**config.mk**
```make
export PLATFORM = sky130hd
export DESIGN_NAME = cipher_control_encrypt_flat
export DESIGN_NICKNAME = d
export VERILOG_FILES = /design/src/rtl/cipher_control_encrypt_if.sv /design/src/rtl/cipher_control_encrypt.sv /design/src/flat_wrapper.sv
export SDC_FILE = /design/constraint.sdc
export NUM_CORES = 1
export LEC_CHECK = 0
export ABC_CLOCK_PERIOD_IN_PS = 25300
export CORE_MARGIN = 2
export CORE_UTILIZATION = 50
export CTS_CLUSTER_SIZE = 25
export DETAILED_ROUTE_END_ITERATION = 12
export GPL_TIMING_DRIVEN = 0
export PLACE_DENSITY = 0.75
export SYNTH_ARGS = -nofsm -noshare
export SYNTH_HDL_FRONTEND = slang
export SYNTH_SLANG_ARGS = --single-unit
```
**constraint.sdc**
```tcl
create_clock -name clk -period 25.3 [get_ports clk]
set_input_delay 3.795 -clock clk [delete_from_list [all_inputs] [get_ports clk]]
set_output_delay 3.795 -clock clk [all_outputs]
set_load 0.005 [all_outputs]
```
**src/rtl/cipher_control_encrypt_if.sv**
```systemverilog
// Control/data bundle for the SPECK128/128 encryption core: start, key and
// plaintext in; ciphertext, finished flag and round index out.
interface cipher_control_encrypt_if;
  logic         start;
  logic [127:0] key;
  logic [127:0] plaintext;
  logic [127:0] ciphertext;
  logic         finished;
  logic [4:0]   state_response;

  modport master (
    output start, key, plaintext,
    input  ciphertext, finished, state_response
  );

  modport slave (
    input  start, key, plaintext,
    output ciphertext, finished, state_response
  );
endinterface

```
**src/rtl/cipher_control_encrypt.sv**
```systemverilog
// Iterative SPECK128/128 encryptor: one round plus one key-schedule step per clock.
// Latency 32 cycles from the accepting edge (3 when SPECK_REDUCED_ROUNDS_EN is defined).
// No backpressure: start is ignored while rounds run; result and finished are sticky until restart.
module cipher_control_encrypt (
  input  logic                     clk,
  input  logic                     rst,
  cipher_control_encrypt_if.slave  bus
);

`ifdef SPECK_REDUCED_ROUNDS_EN
  localparam int unsigned ROUNDS = 3;
`else
  localparam int unsigned ROUNDS = 32;
`endif
  localparam logic [4:0] LAST_ROUND = 5'(ROUNDS - 1);

  typedef enum logic [1:0] {
    IDLE  = 2'd0,
    ROUND = 2'd1,
    DONE  = 2'd2
  } state_t;

  state_t       state;
  state_t       state_nxt;
  logic         load;
  logic         step;
  logic         last;

  logic [63:0]  x;
  logic [63:0]  y;
  logic [63:0]  k;
  logic [63:0]  l;
  logic [4:0]   cnt;
  logic [63:0]  x_nxt;
  logic [63:0]  y_nxt;
  logic [63:0]  k_nxt;
  logic [63:0]  l_nxt;

  logic [127:0] ciphertext_q;
  logic         finished_q;

  function automatic logic [63:0] ror8(input logic [63:0] v);
    return {v[7:0], v[63:8]};
  endfunction

  function automatic logic [63:0] rol3(input logic [63:0] v);
    return {v[60:0], v[63:61]};
  endfunction

  // Round function and key schedule share the current round key k.
  always_comb begin
    x_nxt = (ror8(x) + y) ^ k;
    y_nxt = rol3(y) ^ x_nxt;
    l_nxt = (k + ror8(l)) ^ {59'd0, cnt};
    k_nxt = rol3(k) ^ l_nxt;
  end

  always_ff @(posedge clk or posedge rst) begin
    if (rst) begin
      state <= IDLE;
    end else begin
      state <= state_nxt;
    end
  end

  always_comb begin
    state_nxt = state;
    load      = 1'b0;
    step      = 1'b0;
    last      = 1'b0;
    case (state)
      IDLE: begin
        if (bus.start) begin
          load      = 1'b1;
          state_nxt = ROUND;
        end
      end
      ROUND: begin
        step = 1'b1;
        if (cnt == LAST_ROUND) begin
          last      = 1'b1;
          state_nxt = DONE;
        end
      end
      DONE: begin
        if (bus.start) begin
          load      = 1'b1;
          state_nxt = ROUND;
        end
      end
      default: begin
        state_nxt = IDLE;
      end
    endcase
  end

  always_ff @(posedge clk or posedge rst) begin
    if (rst) begin
      x            <= '0;
      y            <= '0;
      k            <= '0;
      l            <= '0;
      cnt          <= '0;
      ciphertext_q <= '0;
      finished_q   <= 1'b0;
    end else if (load) begin
      x          <= bus.plaintext[127:64];
      y          <= bus.plaintext[63:0];
      l          <= bus.key[127:64];
      k          <= bus.key[63:0];
      cnt        <= '0;
      finished_q <= 1'b0;
    end else if (step) begin
      x   <= x_nxt;
      y   <= y_nxt;
      k   <= k_nxt;
      l   <= l_nxt;
      cnt <= cnt + 5'd1;
      // Capture straight from the round logic so the result lands on the completing edge.
      if (last) begin
        ciphertext_q <= {x_nxt, y_nxt};
        finished_q   <= 1'b1;
      end
    end
  end

  always_comb begin
    bus.state_response = 5'd0;
    case (state)
      ROUND:   bus.state_response = cnt;
      DONE:    bus.state_response = LAST_ROUND;
      default: bus.state_response = 5'd0;
    endcase
  end

  assign bus.ciphertext = ciphertext_q;
  assign bus.finished   = finished_q;

endmodule

```
**src/flat_wrapper.sv**
```systemverilog
// flat-port wrapper written by rule: the top's interface ports become plain ports
module cipher_control_encrypt_flat 
  (clk, rst, bus_start, bus_key, bus_plaintext, bus_ciphertext, bus_finished, bus_state_response);
  cipher_control_encrypt_if bus_i ();
  input  logic clk;
  input  logic rst;
  input wire logic [$bits(bus_i.start)-1:0] bus_start;
  input wire logic [$bits(bus_i.key)-1:0] bus_key;
  input wire logic [$bits(bus_i.plaintext)-1:0] bus_plaintext;
  output wire logic [$bits(bus_i.ciphertext)-1:0] bus_ciphertext;
  output wire logic [$bits(bus_i.finished)-1:0] bus_finished;
  output wire logic [$bits(bus_i.state_response)-1:0] bus_state_response;
  assign bus_i.start = bus_start;
  assign bus_i.key = bus_key;
  assign bus_i.plaintext = bus_plaintext;
  assign bus_ciphertext = bus_i.ciphertext;
  assign bus_finished = bus_i.finished;
  assign bus_state_response = bus_i.state_response;
  cipher_control_encrypt u_core (.clk(clk), .rst(rst), .bus(bus_i));
endmodule
```
Word level (Yosys, flattened, before mapping) --
Cells that the tools add are included.
Cells by class: $add $sub $neg 3, eq/ne operators 5, multiplexer cells 22, bitwise operators 5, reductions and logical operators 7
Operators by type and width (number):
- 64-bit two-way mux | 8
- 64-bit XOR | 3
- 64-bit adder | 2
- 64-bit by 5-bit XOR with 64-bit output | 1
- 5-bit two-way mux | 2
- 5-bit one-hot mux with 2 select lines | 1
- 1-bit two-way mux | 8
- 5-bit by 1-bit adder with 5-bit output, second input constant | 1
- 5-bit equality test, second input constant | 1
- 2-bit two-way mux | 2
- 2-bit by 1-bit != test with 1-bit output, second input constant | 2
- 2-bit one-hot mux with 2 select lines | 1
- 2-bit AND reduction | 2
- 2-bit nonzero test | 2
- 3-bit AND reduction | 1
- 2-bit by 1-bit equality test with 1-bit output, second input constant | 1
- 2-bit equality test, second input constant | 1
- 2-bit zero test | 1
- 2-bit OR reduction | 1
- 1-bit NOT | 1
Word-level totals: bits in registers 392, bits of input ports 259

Longest topological paths before layout --
Gate-level depths: netlist of run 1.
depth after elaboration 6, gate-level depth with buffers 14, gate-level depth less buffers 14

Worst setup path after synthesis of run 1 --
OpenSTA, ideal clock, no wires.
kind in2reg, start point in bus_start, end point reg u_core.ciphertext_q[43] (netlist: u_core.bus.ciphertext[43]), library setup time 0.125 ns, arrival 5.343 ns, path slack 19.833 ns, stages on the path 6, cells stage by stage o21ai_0 -> nand2_1 -> inv_1 -> nand2_1 -> dlygate4sd3_1 -> mux2_2
On the way: word-level cells in the longest chain between the ends 4
RTL lines:
- from (decl) | line flat_wrapper.sv:7 | input wire logic [$bits(bus_i.start)-1:0] bus_start;
- 1-bit two-way mux | line cipher_control_encrypt.sv:73, cipher_control_encrypt.sv:86
- 1-bit two-way mux
- 1-bit NOT (no source line)
- 3-bit AND reduction (no source line)
- to (signal assigned) | line cipher_control_encrypt.sv:121 | ciphertext_q <= {x_nxt, y_nxt};
- to (decl) | line cipher_control_encrypt.sv:39 | logic [127:0] ciphertext_q;
No other way between the ends. A chain may end at the register's enable or synchronous reset.

Final worst setup path of run 1 --
start point in bus_start, end point reg u_core.y[42]
On the way: word-level cells in the longest chain between the ends 3, elaborated cells on any way between the ends 4
RTL lines:
- 1-bit two-way mux * | line cipher_control_encrypt.sv:73, cipher_control_encrypt.sv:86
- 1-bit two-way mux *
- 64-bit two-way mux or 2-bit nonzero test (tied branches)
- to (signal assigned) | line cipher_control_encrypt.sv:108 | y <= bus.plaintext[63:0];
- to (signal assigned) | line cipher_control_encrypt.sv:115 | y <= y_nxt;
- to (decl) | line cipher_control_encrypt.sv:30 | logic [63:0] y;
Every way passes the cells marked *; elsewhere a longest branch is shown, timed or not.

==> results.md, run 1 <==
Outcome:
- The flow ran to the end, and the final reports show no timing, DRC or antenna violations.

Die:
- Measured along the y axis, the die boundary spans 233 um.
- The floorplan step defined a die boundary enclosing 54,100 um^2.
- The initial cell density of the core is 50.7%.
- After floorplanning, the core was sized to cover 51,500 um^2.
- The number of placement rows is 83.
- The floorplan step set the die width to 233 um.
- The number of top-level pins is 393.

GRT:
- Entering global routing, the biggest net connects 135 pins.
- Summed over all layers, the global routing overflow is 0.
- The number of antenna violations at the first check in global routing is 3.
- The first-pass GRT wire length is 164 mm.
- The via count of the first global-routing pass came to 26,300.
- The global-route total usage across every layer is 41.1%.

Yosys:
- In this run the cell area of the synthesized design comes to 26,100 um^2.
- The post-synthesis net count is 3,350.
- The distinct cell type count of the synthesized netlist is 91.
- A synthesized cell averages 8.84 um^2.
- The primary flip-flop cell chosen by synthesis mapping is sky130_fd_sc_hd__dfrtp_1.
- Summing the sequential cell areas from Yosys gives 37.5% of the chip area.
- Yosys printed 0 warnings.
- After synthesis, the share of flip-flops with an asynchronous set or reset is 100%.
- In this run, synthesis produced a sequential element count of 392.
- The synthesized instance count is 2,957.
- Yosys mapped a number of flops with a built-in enable equal to 0.

Worst setup path:
- The data arrival time of the critical path is 8.39 ns.
- The endpoint required time on the critical path is 25.80 ns.
- STA classifies the critical path endpoint as a flip-flop.
- The cell with the biggest individual delay on the critical path is sky130_fd_sc_hd__clkbuf_1.
- The startpoint class of the critical path is a primary input.
- Traced cell by cell, the critical path runs through clkdlybuf4s50_1 -> nor2b_1 -> clkbuf_1 -> clkbuf_1 -> clkbuf_1 -> clkbuf_1 -> clkbuf_1 -> nand2_1 -> o21ai_0.
- The critical setup path kind is in -> reg.
- The top fanout value on the critical path is 10.
- In this design, the critical path's most frequently occurring cell is sky130_fd_sc_hd__clkbuf_1.
- The delay of the slowest cell on the worst path is 1.07 ns.

Route:
- The detailed router finished its first iteration with 2,696 violations.
- The count of nets left with antenna violations once routing finished came out at 0.
- Dividing the detail-routed wire length by the instance count gives 27.3 um.
- The average via count per standard cell is 6.34.
- In the routed design, unresolved DRC markers number 0.
- The number of iterations in the first detailed-routing pass is 6.
- The final route contains 26,100 vias.
- The sum of routed wire length over all layers is 113 mm.

CTS:
- The number of gates resized after CTS was 0.
- The longest clock path from root to sink contains 3 buffers.
- The TritonCTS buffer count is 45.
- The H-tree was split into 2 levels.
- The cell sitting at the root of the clock tree is a sky130_fd_sc_hd__clkbuf_16.
- The number of clock sinks is 392.
- Clock-pin slew was measured on the worst setup and hold paths at 0.07 ns.
- The TritonCTS clock tree is yes.
- The clock latency reported for the late side of the worst-skew pair is 0.61 ns.
- The number of hold buffers added after cts is 0.
- Once the clock tree was built, the setup fixing pass inserted 0 buffers.

Placement:
- Routability-driven placement finished with a final weighted congestion of 1.01.
- After legalization and detailed placement, the total HPWL measured 88.4 mm.
- The number of buffer cells added on primary ports is 392.

STA:
- The final count of pins violating max slew is 0.
- The actual slew at the worst max-slew pin is 1.48 ns.
- The accumulated negative setup slack is 0 ns.
- The worst clock skew is 0.0351 ns.
- The count of endpoints failing setup in the final report is 0.
- The time the final worst path needs with I/O delays and setup is 7.88 ns.
- Setup repair after global routing left no endpoint under its margin.
- The hold violation total from the final report is 0.
- After layout, the worst path uses 31.2% of the clock period.
- Timing would allow up to 127 MHz.
- Headroom to the max-slew limit came out at 1.13%.

Layout:
- The post-route netlist has 6.38% of its cells at a drive strength greater than 1.
- The area growth from synthesis to layout is 24.6%.
- The net count of the finished layout is 3,792.
- In the layout the commonest cells are sky130_fd_sc_hd__clkdlybuf4s50_1 (392), sky130_fd_sc_hd__dfrtp_1 (392), sky130_fd_sc_hd__nand2_1 (382).

Hold path:
- The type of the tightest min-delay check is reg -> reg.

Job:
- The tool flagged a number of max-cap violations equal to 0.
==> per-layer routing <==
| metal | GRT usage (%) | routed length (um) |
|---|---|---|
| met5 | 0 | 45 |
| met4 | 22.1 | 6940 |
| met3 | 8.44 | 11100 |
| met2 | 65.9 | 51000 |
| met1 | 52.3 | 43500 |
==> worst max-delay path, delay by kind of cell <==
family,cells,cell delay (ns)
and+or+nand+nor,2,0.34
AOI/OAI and AO/OA,1,0.12
buffers and inverters,6,4.11
==> through the flow <==
step	area [um^2]	utilization, %	hold slack (ns)	instances	setup slack, ns
finish	32600	63.2	0.484	4115	17.42
global route	32500	63.2	0.508	4114	17.47
CTS	32500	63.2	0.484	4114	17.67
detailed placement	31000	60.2	0.470	4032	17.07
global placement	30900	60.0	0.464	4029	6.23
floorplan	26100	-	0.471	2957	10.61
==> final timing paths <==
check                                             to  slack [ns]  cells past startpoint                 startpoint
setup / recovery                        u_core.y[42]       17.42                      9                  bus_start
max in group asynchronous               u_core.l[48]       20.29                      4                        rst
hold / removal             u_core.bus.ciphertext[94]        0.48                      2  u_core.bus.ciphertext[94]
setup reg to reg                        u_core.y[42]       20.36                     11            u_core.state[0]
min in group asynchronous               u_core.y[20]        3.56                      2                        rst
hold reg to reg            u_core.bus.ciphertext[94]        0.48                      2  u_core.bus.ciphertext[94]
==> flip-flops by register name (all words and copies together), names as in the netlist <==
name                   cells
u_core.y                  64
u_core.x                  64
u_core.l                  64
u_core.bus.ciphertext    128
u_core.cnt                 5
u_core.k                  64
u_core.bus.finished        1
u_core.state               2
==> final cells by class <==
cell class,instances,area [um^2]
inverters,50,195
plain buffers,182,768
fillers,4360,19000
clock buffers,62,1280
clock inverters,20,273
multi-input cells,2333,15400
diodes,1,2.50
well taps,680,851
flip-flops and latches,392,9810
repair buffers,395,4010
==> Yosys cell counts, types with 7 or more instances <==
cell type	count	area, um^2
sky130_fd_sc_hd__o21a_1	14	105
sky130_fd_sc_hd__ha_1	132	1650
sky130_fd_sc_hd__nand3_1	35	175
sky130_fd_sc_hd__xnor2_1	244	2140
sky130_fd_sc_hd__a211o_1	7	61.3
sky130_fd_sc_hd__and2_1	8	50.1
sky130_fd_sc_hd__nand4_1	36	225
sky130_fd_sc_hd__o21bai_1	25	188
sky130_fd_sc_hd__nor2b_1	13	81.3
sky130_fd_sc_hd__buf_2	11	55.1
sky130_fd_sc_hd__mux2i_1	107	1070
sky130_fd_sc_hd__a31oi_1	13	81.3
sky130_fd_sc_hd__a21oi_1	329	1650
sky130_fd_sc_hd__mux2_2	69	777
sky130_fd_sc_hd__o211ai_1	9	67.6
sky130_fd_sc_hd__nor3_1	21	105
sky130_fd_sc_hd__buf_1	18	67.6
sky130_fd_sc_hd__dfrtp_1	392	9810
sky130_fd_sc_hd__a211oi_1	15	113
sky130_fd_sc_hd__nand2_1	382	1430
sky130_fd_sc_hd__clkbuf_1	140	526
sky130_fd_sc_hd__nor2_1	183	687
sky130_fd_sc_hd__o21ai_0	308	1540
sky130_fd_sc_hd__xor2_1	69	604
sky130_fd_sc_hd__a21o_1	81	608
sky130_fd_sc_hd__and3_1	40	250
sky130_fd_sc_hd__inv_1	50	188
sky130_fd_sc_hd__o21ai_1	44	220
sky130_fd_sc_hd__o31ai_1	8	60.1
==> cell families (layout without fill, tap and decap cells) <==
group | after synthesis | count (layout) | synth area share [%]
compound gates | 933 | 933 | 21.1
simple gates | 766 | 766 | 12.9
other cells | 0 | 1 | 0
flops | 392 | 392 | 37.5
fa+ha+maj | 134 | 134 | 6.47
xor+xnor | 322 | 322 | 11.2
buf+inv | 232 | 709 | 3.66
mux | 178 | 178 | 7.16
Power of run 1 is left out: the tool's default activity adds up to more than one toggle a clock period on the data nets, which glitch-free logic cannot reach.
==> inputs of run 2 (changes only) <==
- ABC_CLOCK_PERIOD_IN_PS: 25300 -> 6350
- PLACE_DENSITY: 0.75 -> 0.78
- clock period: 25.3 -> 6.35 ns (I/O delays scaled with it)
==> run 2 against run 1 <==
Net effect: global-route usage shrank 2.4 points; via count decreased by 2.0%; sequential share of layout area is 0.075 points lower; clock skew is 0.011 ns lower; non-clock buffer count increased by 8; critical endpoint is now u_core.k[29]; design area rose by 0.25%; final cell count grew 0.15%; hold slack worse by 0.00067 ns; utilization up 0.16 points; count of clock-buffer cells in the layout fell by 6.
==> results.md, run 2 (synthesis gave the netlist of run 1 again) <==
Outcome:
- The flow ran to the end, and the final reports show no timing, DRC or antenna violations.

STA:
- The worst-case hold slack is 0.483 ns (-0.000667 ns).
- The worst path in the final design needs a cycle of 4.99 ns, including I/O delays and setup.
- Timing would allow up to 200 MHz.
- The actual slew at the worst max-slew pin came to 1.36 ns (-0.125 ns).
- The count of endpoints failing setup in the final report was 0 (unchanged).
- The max-slew headroom at the worst pin was 9.47% (+8.3 points).
- The hold violation total from the final report is 0 (unchanged).
- Setup repair after global routing left no endpoint under its margin.
- The worst clock skew is 0.0240 ns (-0.0111 ns).
- The ratio of final minimum period to clock period is 78.6%.
- The final count of pins violating max slew is 0 (unchanged).

CTS:
- The post-cts resize count was 0 (unchanged).
- The post-CTS setup-driven buffer insertion count is 0 (unchanged).
- The library cell used as clock root buffer is sky130_fd_sc_hd__clkbuf_16.
- The clock slew seen by the registers of the worst setup and hold paths is 0.06 ns (about the same).
- The TritonCTS buffer count was 44 (-2.2%).
- The clock latency reported for the late side of the worst-skew pair is 0.61 ns (about the same).
- The clock tree buffer depth is 3 (unchanged).
- The number of clock sinks is 392 (unchanged).
- The number of levels in the clock H-tree is 2 (unchanged).
- The TritonCTS clock tree is yes.
- The number of hold buffers added after cts is 0 (unchanged).

Layout:
- The layout cell share with drive strength beyond 1 is 6.55% (+0.17 points).
- The area growth from synthesis to layout is 24.9%.
- The post-route core utilization is 63.4% (+0.16 points).
- The post-layout net count is 3,799 (+0.18%).
- The flip-flop count of the largest register after layout is 128 (unchanged).
- Leaving out fill and tap cells, the most frequent cells in the layout are sky130_fd_sc_hd__clkdlybuf4s50_1 (392), sky130_fd_sc_hd__dfrtp_1 (392), sky130_fd_sc_hd__nand2_1 (382).

Hold path:
- The path class of the tightest hold or removal check is reg -> reg.

Die:
- The overall die area is 54,100 um^2 (unchanged).
- The core footprint is 51,500 um^2 (unchanged).
- The initial cell density of the core is 50.7% (unchanged).
- The die span in y was 233 um (unchanged).
- The width of the chip was 233 um (unchanged).
- The number of placement rows was 83 (unchanged).
- The number of top-level pins is 393 (unchanged).

GRT:
- The via count of the first global-routing pass is 25,100 (-4.6%).
- The number of antenna violations at the first check in global routing was 6 (+3).
- The remaining global-route overflow is 0 (unchanged).
- The global-route total usage across every layer is 38.8% (-2.4 points).
- The maximum number of pins on one net before global-route repair is 44 (-67%).
- The first-pass GRT wire length is 155 mm (-5.6%).

Worst setup path:
- STA classifies the critical path startpoint as a flip-flop.
- The top fanout value on the critical path is 10 (unchanged).
- The critical setup path kind is reg -> reg.
- Among cell families on the critical path, the largest total delay comes from buffers and inverters.
- Traced cell by cell, the critical path runs through inv_1 -> ha_1 -> nor2_1 -> nor2b_1 -> clkbuf_1 -> clkbuf_1 -> clkbuf_1 -> clkbuf_1 -> clkbuf_1 -> nand2_1 -> o21ai_0.
- The type of destination of the critical path is a flip-flop.
- The sum of buffers and inverters on the critical path is 6 (unchanged).
- The data arrival time of the critical path is 5.49 ns (-2.90 ns).
- The cell with the biggest individual delay on the critical path is sky130_fd_sc_hd__clkbuf_1.
- The delay of the slowest cell on the worst path is 0.92 ns (-0.15 ns).
- The library cell appearing most often on the critical path is sky130_fd_sc_hd__clkbuf_1.
- The endpoint required time on the critical path is 6.85 ns (-18.95 ns).

Route:
- The final antenna-violating net count is 0 (unchanged).
- The number of iterations in the first detailed-routing pass came to 8 (+2).
- The sum of routed wire length over all layers is 106 mm (-5.7%).
- The total number of vias is 25,600 (-2.0%).
- The average via count per standard cell is 6.20 (-2.2%).
- The wire length per cell is 25.7 um (-5.9%).
- The number of design-rule violations left by the first detailed-router iteration is 2,839 (+5.3%).
- The number of DRC violations after detailed routing is 0 (unchanged).

Placement:
- The final RePlAce weighted congestion is 1.02 (+1.3%).
- The post-DP HPWL was 83.7 mm (-5.3%).
- The number of buffer cells added on primary ports is 392 (unchanged).

Job:
- The total of max-cap violations was 0 (unchanged).
[run 2: cell count changes in the layout (fill, tap and decap cells not counted), sizes merged]
cell and change:
inv -3, buf +8, clkinv +4, clkbuf -6, clkinvlp -1, diode +4
[run 2: layer usage]
| metal | vias up | share of wire (%) | global-route usage [%] |
|---|---|---|---|
| met5 | - | 0.025 | 0 |
| met4 | 4 | 6.0 | 21.1 |
| met3 | 306 | 11 | 7.86 |
| met2 | 1543 | 45 | 61.1 |
| met1 | 12400 | 38 | 50.1 |
| li1 | 11400 | - | - |
[run 2: worst min-delay path: stages, from the launching register on]
cell and delay [ns]:
sky130_fd_sc_hd__dfrtp_1 0.35, sky130_fd_sc_hd__nand2_1 0.05, sky130_fd_sc_hd__o21ai_0 0.06
[run 2: path summary, 6_finish.rpt]
| kind | startpoint | to | slack [ns] | cells after the start |
|---|---|---|---|---|
| max reg2reg | u_core.state[0] | u_core.k[29] | 1.36 | 11 |
| max in group asynchronous | rst | u_core.y[56] | 4.19 | 5 |
| min in group asynchronous | rst | u_core.bus.ciphertext[82] | 0.85 | 2 |
| min reg2reg | u_core.bus.ciphertext[91] | u_core.bus.ciphertext[91] | 0.48 | 2 |
| max | u_core.state[0] | u_core.k[29] | 1.36 | 11 |
| min | u_core.bus.ciphertext[91] | u_core.bus.ciphertext[91] | 0.48 | 2 |
[run 2: per-stage QoR]
step,setup WS [ns],setup TNS [ns],area (um^2),instances
final,1.36,0,32600,4121
after global routing,1.38,0,32600,4117
after CTS,1.67,0,32600,4115
after detailed placement,1.09,0,31100,4039
after global placement,-2.60,-992.46,30900,4029
after floorplan,0.124,0,26100,2957
[run 2: area by class of cell]
class                      instances  area [um^2]
timing repair buffer             403         4140
inverter                          50          191
antenna                            5         12.5
clock buffer                      56         1230
sequential                       392         9810
fill                            4471        18900
buffer                           182          768
multi-input combinational       2333        15400
tap                              680          851
clock inverter                    20          269
Power of run 2 is left out for the same reason.
